File: src/rtl/agu_arbiter.sv
// ============================================================================
// Module   : agu_arbiter
// Purpose  : Round-robin scheduler sharing a single-cycle AGU between the
//            load pipe (requester 0) and store pipe (requester 1).
// Revision : 1.0 - initial release
// ============================================================================
`default_nettype none

module agu_arbiter #(
  parameter int WIDTH = 32,
  parameter int TAG_W = 4
) (
  input  logic             i_clk,
  input  logic             i_rst,

  input  logic             i_req0_valid,
  output logic             o_req0_ready,
  input  logic [WIDTH-1:0] i_req0_index,
  input  logic [WIDTH-1:0] i_req0_base,
  input  logic [1:0]       i_req0_shift,
  input  logic [TAG_W-1:0] i_req0_tag,
  output logic             o_rsp0_valid,
  input  logic             i_rsp0_ready,
  output logic [WIDTH-1:0] o_rsp0_addr,
  output logic [TAG_W-1:0] o_rsp0_tag,

  input  logic             i_req1_valid,
  output logic             o_req1_ready,
  input  logic [WIDTH-1:0] i_req1_index,
  input  logic [WIDTH-1:0] i_req1_base,
  input  logic [1:0]       i_req1_shift,
  input  logic [TAG_W-1:0] i_req1_tag,
  output logic             o_rsp1_valid,
  input  logic             i_rsp1_ready,
  output logic [WIDTH-1:0] o_rsp1_addr,
  output logic [TAG_W-1:0] o_rsp1_tag,

  output logic             o_agu_start,
  output logic [WIDTH-1:0] o_agu_op1,
  output logic [WIDTH-1:0] o_agu_op2,
  output logic [1:0]       o_agu_shift,
  input  logic             i_agu_valid,
  input  logic [WIDTH-1:0] i_agu_result
);

  logic [1:0] req_valid_w;
  logic [1:0] rsp_ready_w;
  logic [1:0] elig_w;
  logic [1:0] grant_w;
  logic [1:0] load_w;

  logic             inflight_valid_q, inflight_valid_d;
  logic             inflight_owner_q, inflight_owner_d;
  logic [TAG_W-1:0] inflight_tag_q,   inflight_tag_d;
  logic             last_grant_q,     last_grant_d;

  logic [1:0]            rsp_valid_q, rsp_valid_d;
  logic [1:0][WIDTH-1:0] rsp_addr_q,  rsp_addr_d;
  logic [1:0][TAG_W-1:0] rsp_tag_q,   rsp_tag_d;

  assign req_valid_w = {i_req1_valid, i_req0_valid};
  assign rsp_ready_w = {i_rsp1_ready, i_rsp0_ready};

  // A requester may not issue while its previous op is still in the AGU,
  // nor while its response slot holds a result that is not leaving this cycle.
  for (genvar k = 0; k < 2; k++) begin : g_req
    assign elig_w[k] = req_valid_w[k]
                     && !(inflight_valid_q && (inflight_owner_q == 1'(k)))
                     && (!rsp_valid_q[k] || rsp_ready_w[k]);
    assign load_w[k] = i_agu_valid && inflight_valid_q
                     && (inflight_owner_q == 1'(k));
  end

  always_comb begin
    grant_w = 2'b00;
    if (!i_rst) begin
      case (elig_w)
        2'b01:   grant_w = 2'b01;
        2'b10:   grant_w = 2'b10;
        2'b11:   grant_w = last_grant_q ? 2'b01 : 2'b10;
        default: grant_w = 2'b00;
      endcase
    end
  end

  always_comb begin
    o_agu_op1   = '0;
    o_agu_op2   = '0;
    o_agu_shift = '0;
    if (grant_w[0]) begin
      o_agu_op1   = i_req0_index;
      o_agu_op2   = i_req0_base;
      o_agu_shift = i_req0_shift;
    end else if (grant_w[1]) begin
      o_agu_op1   = i_req1_index;
      o_agu_op2   = i_req1_base;
      o_agu_shift = i_req1_shift;
    end
  end

  always_comb begin
    inflight_valid_d = |grant_w;
    inflight_owner_d = inflight_owner_q;
    inflight_tag_d   = inflight_tag_q;
    last_grant_d     = last_grant_q;
    if (grant_w[0]) begin
      inflight_owner_d = 1'b0;
      inflight_tag_d   = i_req0_tag;
      last_grant_d     = 1'b0;
    end else if (grant_w[1]) begin
      inflight_owner_d = 1'b1;
      inflight_tag_d   = i_req1_tag;
      last_grant_d     = 1'b1;
    end
  end

  // A reload wins over a same-cycle consume; addr/tag hold once consumed.
  always_comb begin
    rsp_valid_d = rsp_valid_q;
    rsp_addr_d  = rsp_addr_q;
    rsp_tag_d   = rsp_tag_q;
    for (int k = 0; k < 2; k++) begin
      if (load_w[k]) begin
        rsp_valid_d[k] = 1'b1;
        rsp_addr_d[k]  = i_agu_result;
        rsp_tag_d[k]   = inflight_tag_q;
      end else if (rsp_valid_q[k] && rsp_ready_w[k]) begin
        rsp_valid_d[k] = 1'b0;
      end
    end
  end

  always_ff @(posedge i_clk) begin
    if (i_rst) begin
      inflight_valid_q <= 1'b0;
      inflight_owner_q <= 1'b0;
      inflight_tag_q   <= '0;
      last_grant_q     <= 1'b1;
      rsp_valid_q      <= '0;
      rsp_addr_q       <= '0;
      rsp_tag_q        <= '0;
    end else begin
      inflight_valid_q <= inflight_valid_d;
      inflight_owner_q <= inflight_owner_d;
      inflight_tag_q   <= inflight_tag_d;
      last_grant_q     <= last_grant_d;
      rsp_valid_q      <= rsp_valid_d;
      rsp_addr_q       <= rsp_addr_d;
      rsp_tag_q        <= rsp_tag_d;
    end
  end

  assign o_req0_ready = grant_w[0];
  assign o_req1_ready = grant_w[1];
  assign o_agu_start  = |grant_w;
  assign o_rsp0_valid = rsp_valid_q[0];
  assign o_rsp0_addr  = rsp_addr_q[0];
  assign o_rsp0_tag   = rsp_tag_q[0];
  assign o_rsp1_valid = rsp_valid_q[1];
  assign o_rsp1_addr  = rsp_addr_q[1];
  assign o_rsp1_tag   = rsp_tag_q[1];

`ifndef SYNTHESIS
  a_no_orphan_result: assert property (@(posedge i_clk) disable iff (i_rst)
    !(i_agu_valid && !inflight_valid_q));
`endif

endmodule

`default_nettype wire

File: config.mk
export PLATFORM = sky130hd
export DESIGN_NAME = agu_arbiter
export DESIGN_NICKNAME = d
export VERILOG_FILES = /design/src/rtl/agu_arbiter.sv
export SDC_FILE = /design/constraint.sdc
export NUM_CORES = 1
export LEC_CHECK = 0
export BUFFER_PORTS_ARGS = -buffer_cell sky130_fd_sc_hd__buf_2
export CAP_MARGIN = 15
export CELL_PAD_IN_SITES_DETAIL_PLACEMENT = 0
export CELL_PAD_IN_SITES_GLOBAL_PLACEMENT = 1
export CORE_AREA = 2 2 143 110
export CTS_CLUSTER_SIZE = 40
export DETAILED_ROUTE_END_ITERATION = 16
export DIE_AREA = 0 0 145 112
export MAX_ROUTING_LAYER = met4
export PLACE_DENSITY = 0.85
export SETUP_SLACK_MARGIN = 0.1
export SYNTH_ARGS = -nofsm -noshare
export SYNTH_HDL_FRONTEND = slang
export SYNTH_SLANG_ARGS = --single-unit
File: constraint.sdc
create_clock -name i_clk -period 3.2 [get_ports i_clk]
set_input_delay 0.8 -clock i_clk [delete_from_list [all_inputs] [get_ports i_clk]]
set_output_delay 0.8 -clock i_clk [all_outputs]
set_load 0.01 [all_outputs]
# Word-level counts from Yosys, hierarchy flattened
# Cells that the tools add are included.
[totals]
ff_bits = 81
out_inout_bits = 143
elab_cells = 53
[classes]
n_eq_ne = 3
mux = 17
n_bitwise = 1
reduce_logical = 22
[op_table]
columns = ["op", "count"]
rows = [
  ["two-way mux 32 bit", 4],
  ["logical AND 1 bit", 11],
  ["two-way mux 2 bit", 4],
  ["two-way mux 4 bit", 2],
  ["two-way mux 1 bit", 6],
  ["case mux 2 bit (3 select lines)", 1],
  ["nonzero test 2 bit", 3],
  ["equality test 2 bit (second input constant)", 2],
  ["logical NOT 1 bit", 4],
  ["OR reduction 2 bit", 2],
  ["equality test 2 x 1 -> 1 bit (second input constant)", 1],
  ["logical OR 1 bit", 2],
  ["NOT 1 bit", 1],
]

# Logic depth before layout (Yosys ltp)
[logic_depth]
ltp_word = 10
depth_mapped = 7
mapped_depth_nobuf = 4

# Least setup slack after synthesis
# OpenSTA, ideal clock, no wires.
[synth_path]
kind = "input-to-output"
start = "input i_rsp0_ready"
end = "output o_agu_op1[0]"
arrival_ns = 2.045
required_time_ns = 2.400
path_slack_ns = 0.355
cell_stages = 7
path_buffers = 3
path_cell_list = "nand2b_1 -> and3_1 -> buf_2 -> a211oi_2 -> buf_4 -> buf_4 -> a22o_1"
[synth_between]
elab_chain_len = 7
[synth_rtl]
columns = ["item", "line_no", "source"]
rows = [
  ["start: declaration", "23", "input logic i_rsp0_ready,"],
  ["logical OR 1 bit (*)", "69", "&& (!rsp_valid_q[k] || rsp_ready_w[k]);"],
  ["logical AND 1 bit (*)", "69", ""],
  ["equality test 2 bit / equality test 2 x 1 -> 1 bit (equally long branches)", "77", "case (elig_w)"],
  ["case mux 2 bit (3 select lines) (*)", "77", ""],
  ["two-way mux 2 bit (*)", "76", "if (!i_rst) begin"],
  ["two-way mux 32 bit", "94", "end else if (grant_w[1]) begin"],
  ["two-way mux 32 bit (*)", "90", "if (grant_w[0]) begin"],
  ["end: declaration", "39", "output logic [WIDTH-1:0] o_agu_op1,"],
]
# Every way passes the cells marked *; elsewhere a longest branch is shown, timed or not.

# Worst setup path in the final report
[layout_path]
start = "input i_rsp0_ready"
end = "output o_agu_op1[4]"
# Same word-level chain as after synthesis.

==> out/metrics.yaml <==
fin_cells: 967
nFillCells: 1578
final.setup.worst_slack_ns: 0.145
fmax_mhz: 327
crit_path_end_kind: "output port"
vias: 4488
r2r_setup_slack_ns: 1.51
fp.dieW_um: 145
syn_area_um2: 3520
synth_cell_types: 24
p_leak_nw: 2.91
grt_pass1_vias: 4154
status: "finished, final reports clean"
clk_path_buf_depth: 2
finClkSkew_ns: 0.00728
yosys_warnings: 0
cts_tree: "yes"
place_congestion: 0.939
start_kind: "input port"
cts_buffers: 9
final_core_util: 0.390
ir_worst_vdd_uv: 254
grt_max_degree: 82
die-area_um2: 16200
min_to: "o_rsp1_addr[15]"
seq_area_frac_synth: 0.461
power_mw: 2.73
preCtsSetupSlack_ns: 0.0625
worstHoldStart: "o_rsp1_addr[15]"
die_y_um: 112
finalMaxSlewViolations: 0
grt_usage: 0.210
arrival_ns: 2.26
post-place-cells: 943
vias_per_cell: 4.64
worst_pin_slew_ns: 0.875
hp-class: "reg2reg"
synth_top_area_frac: 0.461
port-buffer-count: 321
ios: 322
syn_avg_cell_area_um2: 7.95
r2r_cells: 4
worstReg2RegStart: "inflight_valid_q"
drc: 0
area_growth_pct: 64.9
gr-total-overflow: 0
clkTransAtPathRegs_ns: 0.06
min_period_ns: 3.06
synth_top_area_cell: "dfxtp_1"
postLayoutCellArea_um2: 5810
synth_cells: 443
async_flop_share: 0
wl_um: 17200
rsz0062_at_grt: "no"
synth_edf_count: 0
num_antenna_cells: 0
wire_per_inst_um: 17.8
cts.sink_count: 81
drt_pass1_iterations: 5
crit_fanout: 19
synth.most_common_cell: "nand2_1"
slew_headroom: 0.417
final_nets: 936
antenna_left: 0
finalSetupViolCount: 0
drv_cap: 0
cts.root.buffer_cell: "clkbuf_16"
regArea_um2: 1620
rr_endpoint: "o_rsp0_addr[29]"
start_util: 0.237
finalHoldViolations: 0
power.density_nw_per_um2: 471
htree_levels: 3
grt_antenna_before_repair: 0
place_area_um2: 5370
row_count: 39
worstSetupPathType: "in2out"
multi_input_area_um2: 1770
drt_iter0_markers: 271
synth.net_count: 622
hold_depth: 2
worstSkewPairLatency_ns: 0.34
ys_ff_latch: 81
ys_top_cells_by_area: "dfxtp_1, a22o_1, nand2_1"
grt_pass1_wl_um: 25200
timing.hold.ws_ns: 0.451
synthFlopType: "dfxtp_1"
synthTopCellsByCount: "nand2_1, dfxtp_1, a21oi_1"
coreArea_um2: 14900
ctsHoldBuffers: 0
critPathRequiredTime_ns: 2.40
drive_gt1_frac: 0.482
setup_tns_ns: 0
dp_hpwl_um: 13300
min_period_over_period: 0.955
==> registers in the layout (all words and copies together), names as in the netlist <==
name	flops
inflight_owner_q	1
inflight_tag_q	4
inflight_valid_q	1
last_grant_q	1
o_rsp0_addr	32
o_rsp0_tag	4
o_rsp1_addr	32
o_rsp1_tag	4
rsp_valid_q	2
==> logic make-up (layout without fill, tap and decap cells) <==
kind of cell,after synthesis,in the layout,share of synthesized area
and+or+nand+nor,165,165,0.185
AOI/OAI and AO/OA,158,158,0.306
DFF,81,81,0.461
buffers and inverters,39,358,0.0487
==> worst max path at each step <==
stage                             from        endpoint  slack [ns]
after floorplan           i_rsp0_ready    o_agu_op1[0]        0.36
after global placement    i_req1_valid  o_agu_shift[0]        0.09
after detailed placement  i_rsp0_ready  o_agu_shift[1]        0.06
after CTS                 i_rsp0_ready  o_agu_shift[1]        0.09
after global routing      i_req1_valid  o_agu_shift[1]        0.09
final                     i_rsp0_ready    o_agu_op1[4]        0.14
==> layout make-up <==
class                   count  share of cell area
flip-flops and latches     81               0.279
repair buffers            341               0.316
multi-input cells         323               0.305
clock buffers               9              0.0388
well taps                 205              0.0442
inverters                   1            0.000646
clock inverters             7              0.0164
==> power by group <==
part,switching [mW],internal [mW],leakage (nW)
clock,0.469,0.631,0.158
combinational,0.301,0.259,2.09
sequential,0.0278,1.04,0.658
==> worst max-delay path, cell delays in order <==
cell      delay (ns)
buf_2           0.10
nand2b_4        0.14
and3_4          0.18
a211oi_4        0.39
buf_6           0.17
buf_16          0.15
a22o_1          0.18
buf_2           0.14
==> placed cells by master (no fill, tap or decap) <==
cell / count
a32o_1: 1
a21o_1: 1
a31o_2: 1
nand2b_4: 2
nand2_1: 147
and3_4: 1
buf_2: 321
clkbuf_16: 10
buf_4: 14
buf_16: 1
a211oi_4: 1
inv_8: 2
a31oi_1: 1
o21ai_0: 5
nor2_4: 2
a21oi_1: 77
inv_6: 3
bufinv_16: 1
a21boi_2: 1
nand2b_1: 1
a311oi_1: 4
a22o_1: 66
clkinv_8: 1
nand3_2: 1
buf_12: 3
nand3_1: 5
buf_6: 1
inv_1: 1
dfxtp_1: 81
nor2_1: 4
and3_1: 1
or2_2: 1
==> layer usage <==
layer / global-route usage / vias up / share of wire
met3: 0.0615 / 20 / 0.076
met4: 0.0805 / 0 / 0.031
met5: - / - / 0
met2: 0.313 / 214 / 0.46
met1: 0.268 / 2071 / 0.44
li1: - / 2183 / -
==> what timing repair did <==
| item | in CTS | in global routing |
|---|---|---|
| pin swaps | 1 | 1 |
| endpoints found under the setup margin | 18 | 44 |
| gates cloned | 1 | 1 |
| resized for setup | 1 | 4 |
| buffers inserted | 1 | 5 |
(Power assumes the default switching activity.)
